File: config.mk
export PLATFORM = sky130hd
export DESIGN_NAME = mag_frame_tracker
export DESIGN_NICKNAME = d
export VERILOG_FILES = /design/src/rtl/mag_frame_tracker.sv
export SDC_FILE = /design/constraint.sdc
export NUM_CORES = 1
export LEC_CHECK = 0
export BUFFER_PORTS_ARGS = -buffer_cell sky130_fd_sc_hd__buf_4
export CELL_PAD_IN_SITES_DETAIL_PLACEMENT = 0
export CELL_PAD_IN_SITES_GLOBAL_PLACEMENT = 1
export CORE_ASPECT_RATIO = 0.5
export CORE_UTILIZATION = 44
export CTS_BUF_LIST = sky130_fd_sc_hd__clkbuf_8
export CTS_CLUSTER_SIZE = 8
export DETAILED_ROUTE_END_ITERATION = 10
export PLACE_DENSITY = 0.9
export SLEW_MARGIN = 20
export SYNTH_ARGS = -nofsm -noshare
export SYNTH_HDL_FRONTEND = slang
export SYNTH_SLANG_ARGS = --single-unit
export TNS_END_PERCENT = 10
File: constraint.sdc
create_clock -name clk -period 2.48 [get_ports clk]
set_input_delay 0.124 -clock clk [delete_from_list [all_inputs] [get_ports clk]]
set_output_delay 0.124 -clock clk [all_outputs]
set_load 0.02 [all_outputs]
File: src/rtl/mag_frame_tracker.sv
// Per-frame tracker behind the magnitude comparator: classifies each sample against the
// previous one and accumulates min/max and rise/fall counts into a valid/ready frame report.
module mag_frame_tracker #(
    parameter int WIDTH     = 8,
    parameter int FRAME_LEN = 16,
    parameter int CNT_W     = 8
) (
    input  logic             clk,
    input  logic             rst_n,
    input  logic             ena,
    input  logic             clear,
    input  logic             in_valid,
    input  logic [WIDTH-1:0] in_data,
    output logic             in_ready,
    output logic             cmp_lt,
    output logic             cmp_eq,
    output logic             cmp_gt,
    output logic             out_valid,
    input  logic             out_ready,
    output logic [WIDTH-1:0] frm_min,
    output logic [WIDTH-1:0] frm_max,
    output logic [CNT_W-1:0] rise_cnt,
    output logic [CNT_W-1:0] fall_cnt
);

    localparam int IDX_W = (FRAME_LEN > 2) ? $clog2(FRAME_LEN) : 1;
    localparam logic [IDX_W-1:0] LAST_IDX = IDX_W'(FRAME_LEN - 1);
    localparam logic [2:0] CMP_EQ = 3'b010;

    typedef enum logic [0:0] {ACCUM, REPORT} state_t;

    state_t            state_reg, state_next;
    logic [IDX_W-1:0]  idx_reg, idx_next;
    logic [WIDTH-1:0]  prev_reg, prev_next;
    logic [2:0]        cmp_reg, cmp_next;
    logic [WIDTH-1:0]  min_reg, min_next;
    logic [WIDTH-1:0]  max_reg, max_next;
    logic [CNT_W-1:0]  rise_reg, rise_next;
    logic [CNT_W-1:0]  fall_reg, fall_next;
    logic              out_valid_reg, out_valid_next;
    logic              accept;
    logic              smp_gt, smp_lt;

    assign in_ready = ena & (state_reg == ACCUM);
    // clear has priority over a sample offered in the same cycle
    assign accept   = in_ready & in_valid & ~clear;
    assign smp_gt   = in_data > prev_reg;
    assign smp_lt   = in_data < prev_reg;

    always_ff @(posedge clk or negedge rst_n) begin
        if (!rst_n) begin
            state_reg     <= ACCUM;
            idx_reg       <= '0;
            prev_reg      <= '0;
            cmp_reg       <= CMP_EQ;
            min_reg       <= '0;
            max_reg       <= '0;
            rise_reg      <= '0;
            fall_reg      <= '0;
            out_valid_reg <= 1'b0;
        end else begin
            state_reg     <= state_next;
            idx_reg       <= idx_next;
            prev_reg      <= prev_next;
            cmp_reg       <= cmp_next;
            min_reg       <= min_next;
            max_reg       <= max_next;
            rise_reg      <= rise_next;
            fall_reg      <= fall_next;
            out_valid_reg <= out_valid_next;
        end
    end

    always_comb begin
        state_next     = state_reg;
        idx_next       = idx_reg;
        prev_next      = prev_reg;
        cmp_next       = cmp_reg;
        min_next       = min_reg;
        max_next       = max_reg;
        rise_next      = rise_reg;
        fall_next      = fall_reg;
        out_valid_next = out_valid_reg;

        if (ena) begin
            if (clear) begin
                state_next     = ACCUM;
                out_valid_next = 1'b0;
                idx_next       = '0;
                cmp_next       = CMP_EQ;
            end else begin
                case (state_reg)
                    ACCUM: begin
                        if (accept) begin
                            prev_next = in_data;
                            if (idx_reg == '0) begin
                                // prev from an earlier frame is ignored for the first sample
                                min_next  = in_data;
                                max_next  = in_data;
                                cmp_next  = CMP_EQ;
                                rise_next = '0;
                                fall_next = '0;
                            end else begin
                                cmp_next = {smp_lt, ~(smp_lt | smp_gt), smp_gt};
                                if (smp_gt) rise_next = rise_reg + CNT_W'(1);
                                if (smp_lt) fall_next = fall_reg + CNT_W'(1);
                                if (in_data < min_reg) min_next = in_data;
                                if (in_data > max_reg) max_next = in_data;
                            end
                            if (idx_reg == LAST_IDX) begin
                                idx_next       = '0;
                                state_next     = REPORT;
                                out_valid_next = 1'b1;
                            end else begin
                                idx_next = idx_reg + IDX_W'(1);
                            end
                        end
                    end
                    REPORT: begin
                        if (out_ready) begin
                            out_valid_next = 1'b0;
                            state_next     = ACCUM;
                        end
                    end
                    default: begin
                        state_next = ACCUM;
                    end
                endcase
            end
        end
    end

    assign cmp_lt    = cmp_reg[2];
    assign cmp_eq    = cmp_reg[1];
    assign cmp_gt    = cmp_reg[0];
    assign out_valid = out_valid_reg;
    assign frm_min   = min_reg;
    assign frm_max   = max_reg;
    assign rise_cnt  = rise_reg;
    assign fall_cnt  = fall_reg;

endmodule
== Yosys cells after proc, flatten, opt, wreduce, memory -nomap -nowiden ==
Cells that the tools add are included.

* Bits in registers: 49
* Logic and storage cells: 67
* Input bits: 14

* Add/sub/neg operators: 3
* Eq/ne operators: 5
* Bitwise gates (word level): 7
* Muxes and demuxes: 26
* Reduce and logical (&&, ||, !) cells: 13
* Order comparisons: 4

{| class="wikitable"
|+ Operators by type and width
! cell !! count
|-
| 8-bit 2-to-1 mux || 8
|-
| 5-bit AND reduction || 4
|-
| 8-bit by 1-bit adder with 8-bit output (second input constant) || 2
|-
| 8-bit greater-than comparator || 2
|-
| 8-bit less-than comparator || 2
|-
| 4-bit 2-to-1 mux || 4
|-
| 3-bit 2-to-1 mux || 4
|-
| 2-bit nonzero test || 5
|-
| 1-bit 2-to-1 mux || 8
|-
| 4-bit AND reduction || 2
|-
| 3-bit inequality test (second input constant) || 2
|-
| 4-bit by 1-bit adder with 4-bit output (second input constant) || 1
|-
| 4-bit equality test (second input constant) || 1
|-
| 4-bit zero test || 1
|-
| 1-bit one-hot mux with 2 select lines || 2
|-
| 1-bit AND || 3
|-
| 3-bit by 2-bit inequality test with 1-bit output (second input constant) || 1
|-
| 1-bit NOT || 3
|-
| 3-bit AND reduction || 1
|-
| 2-bit inequality test (second input constant) || 1
|-
| 1-bit OR || 1
|}

== Longest topological paths before layout ==
* Depth in word-level cells: 7
* Gate-level depth with buffers: 9
* Depth with buffers taken out: 8

== Worst setup path after synthesis ==
No wires, ideal clock.

* Path type: register to register
* Start: reg min_reg[6], in the netlist frm_min[6]
* End: reg min_reg[0], in the netlist frm_min[0]
* Setup time: 0.125 ns
* Clock period less this slack: 2.115 ns
* Stages on the path, launching flop included: 8
* Setup slack: 0.365 ns
* Arrival: 1.990 ns
* Cells stage by stage: dfrtp_1 > inv_1 > ha_1 > and3_1 > a221oi_1 > nand3_1 > o21ai_1 > mux2_2

* Cells in the longest elaborated chain, start to end: 3

{| class="wikitable"
|+ RTL lines
! element !! RTL line !! text
|-
| start: declaration || 36 || <nowiki>logic [WIDTH-1:0] min_reg, min_next;</nowiki>
|-
| start signal: assignment || 66 || <nowiki>min_reg <= min_next;</nowiki>
|-
| 8-bit less-than comparator || 107 || <nowiki>if (in_data < min_reg) min_next = in_data;</nowiki>
|-
| 2-bit nonzero test (no line) || n/a ||
|-
| 5-bit AND reduction (no line) || n/a ||
|}

Every way passes these cells.
A chain may end at the register's enable or synchronous reset.

== Worst setup path in the final report ==
* Start: reg prev_reg[1]
* End: reg rise_reg[7], in the netlist rise_cnt[7]

* Cells in the longest elaborated chain, start to end: 3

{| class="wikitable"
|+ RTL lines
! element !! RTL line !! text
|-
| start: declaration || 34 || <nowiki>logic [WIDTH-1:0] prev_reg, prev_next;</nowiki>
|-
| start signal: assignment || 64 || <nowiki>prev_reg <= prev_next;</nowiki>
|-
| 8-bit greater-than comparator || 47 || <nowiki>assign smp_gt = in_data > prev_reg;</nowiki>
|-
| 2-bit nonzero test (no line) || n/a ||
|-
| 5-bit AND reduction (no line) || n/a ||
|-
| end signal: assignment || 68 || <nowiki>rise_reg <= rise_next;</nowiki>
|-
| end: declaration || 38 || <nowiki>logic [CNT_W-1:0] rise_reg, rise_next;</nowiki>
|}

Every way passes these cells.

==> metrics.txt <==
Final Max Tran Viols 0; period utilization a little under nine tenths; input/output buffers 50; part of the power in the clock network 15.2%; largest net degree at the start of global routing 50; outcome complete, no violations; prevailing post-synth register cell dfrtp_1; proportion of synthesized chip area in sequential cells between 40% and 50%; hold crit path type input pin to flop; vias per cell about 5.2; Post-Synthesis Cell Area 0.00280 mm2; commonest non-fill, non-tap cell in the layout buf_4; post-synth cell types 46; Post-Route M1 WL approximately 2.9 mm; setup repair after global routing missed its margin no; sequential power share between 30% and 40%; post-route ant nets 0; worst slew pin tran between 0.6 and 0.7 ns; Final setup viols 0; CTS max path bufs 2; CTS clock-pin slew for the worst setup and hold paths 0.09 ns; DR pass1 iterations 4; Sw Pwr between 1 and 1.5 mW; Placer Congestion roughly 0.88; Int Power around 1.8 mW; Wirelength per Cell between 10 and 15 um; GRT Total Usage about a fifth; Gate power share approximately 45%; EDFF count, synth 0; drc violations 0; Max Cap Viol 0; CP Data Required Time 2.72 ns; clock root buffer clkbuf_8; core area about 0.0061 mm2; CTS buffer count 5; PD cells between 900 and 1000 mW/mm2; Clock Latency Late Sink around 0.31 ns; synth warn 0; worst-path cell chain inv_1, ha_1, nor2b_4, o211ai_2, a21oi_4, o22ai_4, or4_1, a21oi_1; crit path DAT around 2.4 ns; Final Util 55.5%; leakage around 1.7 nW; die height between 50 and 60 um; Post-Syn Instances roughly 280; highest routed layer met4; Setup Total Neg Slack 0 ns; slowest cell delay on critical path 0.52 ns; Max H-tree Level 2; maximum VDD drop around 0.00035 V; met3 WL around 210 um; CTS tree built; critical-path maximum fanout 10; Syn Nets 323; register bit total from synthesis just under 50; fmax roughly 470 MHz; startpoint types flop; Detailed Route WL about 5.9 mm; ANT cells 0; Worst setup EP type flop; Overflow after GRT 0; Mean Syn Cell Area 9.93 um2; met2 WL post-DR ~2.7 mm; Final HPWL DP roughly 4.4 mm; clock sinks 49; FP Rows 20; Die ar. 0.00671 mm2; layout cells sized above 1 about a quarter; first-pass GRT wire length between 9 and 10 mm; DR vias around 2200; initial antenna violation count 0; Slowest-stage cell, CP or4_1; final hold viol count 0; vias in the first global route between 2000 and 2500; Layout Skew roughly 0.0085 ns; Tmin final 2.12 ns; Setup CP Type flop to flop; Layout Area Growth over Synthesis 21.0%; IO Pins 51; most frequent cells in the layout buf_4 (53), dfrtp_1 (48), inv_1 (32), nand2_1 (30), ha_1 (27); die width roughly 110 um; nets 381; Sw Share 40.6%; Slew HR between 50% and 60%; Starting DRT DRC Count ~110; initial core utilization between 40 and 50%; Synth async-reset ratio 100%
-- path summary, 6_finish.rpt --
| check | slack [ns] | cells past startpoint | to | from |
|---|---|---|---|---|
| min in group asynchronous | 0.37 | 2 | prev_reg[6] | rst_n |
| max in group asynchronous | 1.68 | 2 | rise_cnt[6] | rst_n |
| max reg2reg | 0.36 | 8 | rise_cnt[7] | prev_reg[1] |
| min | 0.04 | 2 | state_reg | clear |
| min reg2reg | 0.47 | 2 | cmp_reg[1] | cmp_reg[1] |
| max | 0.36 | 8 | rise_cnt[7] | prev_reg[1] |
-- power by group through the flow --
stage / Sequential, mW / Combinational [mW] / Clock [mW]
2_1_floorplan: 1.45 / 0.662 / 0
3_3_place_gp: 1.24 / 1.37 / 0
3_5_place_dp: 1.25 / 1.40 / 0
4_1_cts: 1.24 / 1.41 / 0.488
5_1_grt: 1.28 / 1.55 / 0.516
6_report: 1.24 / 1.39 / 0.473
-- timing repair --
item / 4_1_cts / 5_1_grt
setup buffers: 0 / 0
hold buffers: 2 / 0
endpoints found under the setup margin: 0 / 0
hold endpoints to repair: 49 / 0
resized for setup: 0 / 0
-- stage by stage --
stage          hold WS, ns  area [um2]  setup slack [ns]  power, mW  instances
2_1_floorplan       -0.172        2800             0.365       2.11        282
3_3_place_gp         0.193        3280             0.461       2.61        419
3_5_place_dp         0.199        3280             0.352       2.65        419
4_1_cts             0.0287        3390             0.344       3.14        429
5_1_grt             0.0356        3390             0.218       3.34        429
6_report            0.0409        3390             0.363       3.11        429
-- per-layer routing --
layer	global-route usage (%)	vias to the layer above
li1	-	1118
met5	0	-
met3	4.74	2
met2	32.2	32
met4	4.64	0
met1	25.4	1065
-- critical path: cells and delay by family (launching register included) --
family	cells	cell delay, ns
AOI/OAI and AO/OA	4	0.71
adders and majority gates	1	0.29
buffers and inverters	1	0.04
DFF	1	0.33
and+or+nand+nor	2	0.66
-- cells by family after synthesis --
| kind of cell | synth area share, % |
|---|---|
| AO/OA/AOI/OAI | 15.6 |
| buffers and inverters | 4.87 |
| adder cells (fa/ha/maj) | 12.1 |
| multiplexers | 5.50 |
| AND/OR/NAND/NOR | 16.9 |
| flip-flops | 43.8 |
| XOR/XNOR | 1.25 |
-- layout make-up --
class | count | area (um2)
multi-input combinational | 199 | 1440
sequential | 49 | 1230
tap | 88 | 110
fill | 549 | 2720
clock inverter | 3 | 15.0
inverter | 30 | 113
clock buffer | 5 | 68.8
timing repair buffer | 55 | 418
-- synthesized netlist by cell type (2+ instances only) --
cell / instances / share of area, %
nor2b_1: 3 / 0.67
o21ai_0: 19 / 3.4
nand2_1: 30 / 4.0
nor4_1: 3 / 0.67
clkbuf_1: 2 / 0.27
a21oi_1: 15 / 2.7
or4_1: 4 / 1.1
ha_1: 27 / 12
nand4_1: 4 / 0.89
and3_1: 2 / 0.45
dfrtp_1: 48 / 43
nand2b_1: 3 / 0.67
mux2_2: 11 / 4.4
nor3_1: 3 / 0.54
xnor2_1: 3 / 0.94
nand3_1: 15 / 2.7
nand4_4: 2 / 1.5
a21o_1: 6 / 1.6
mux2i_1: 3 / 1.1
nor2_1: 14 / 1.9
a22o_1: 5 / 1.6
o211ai_1: 5 / 1.3
inv_1: 30 / 4.0
or2_2: 2 / 0.45
o21ai_1: 2 / 0.36
Note: power is estimated with default switching activity, not from simulation.
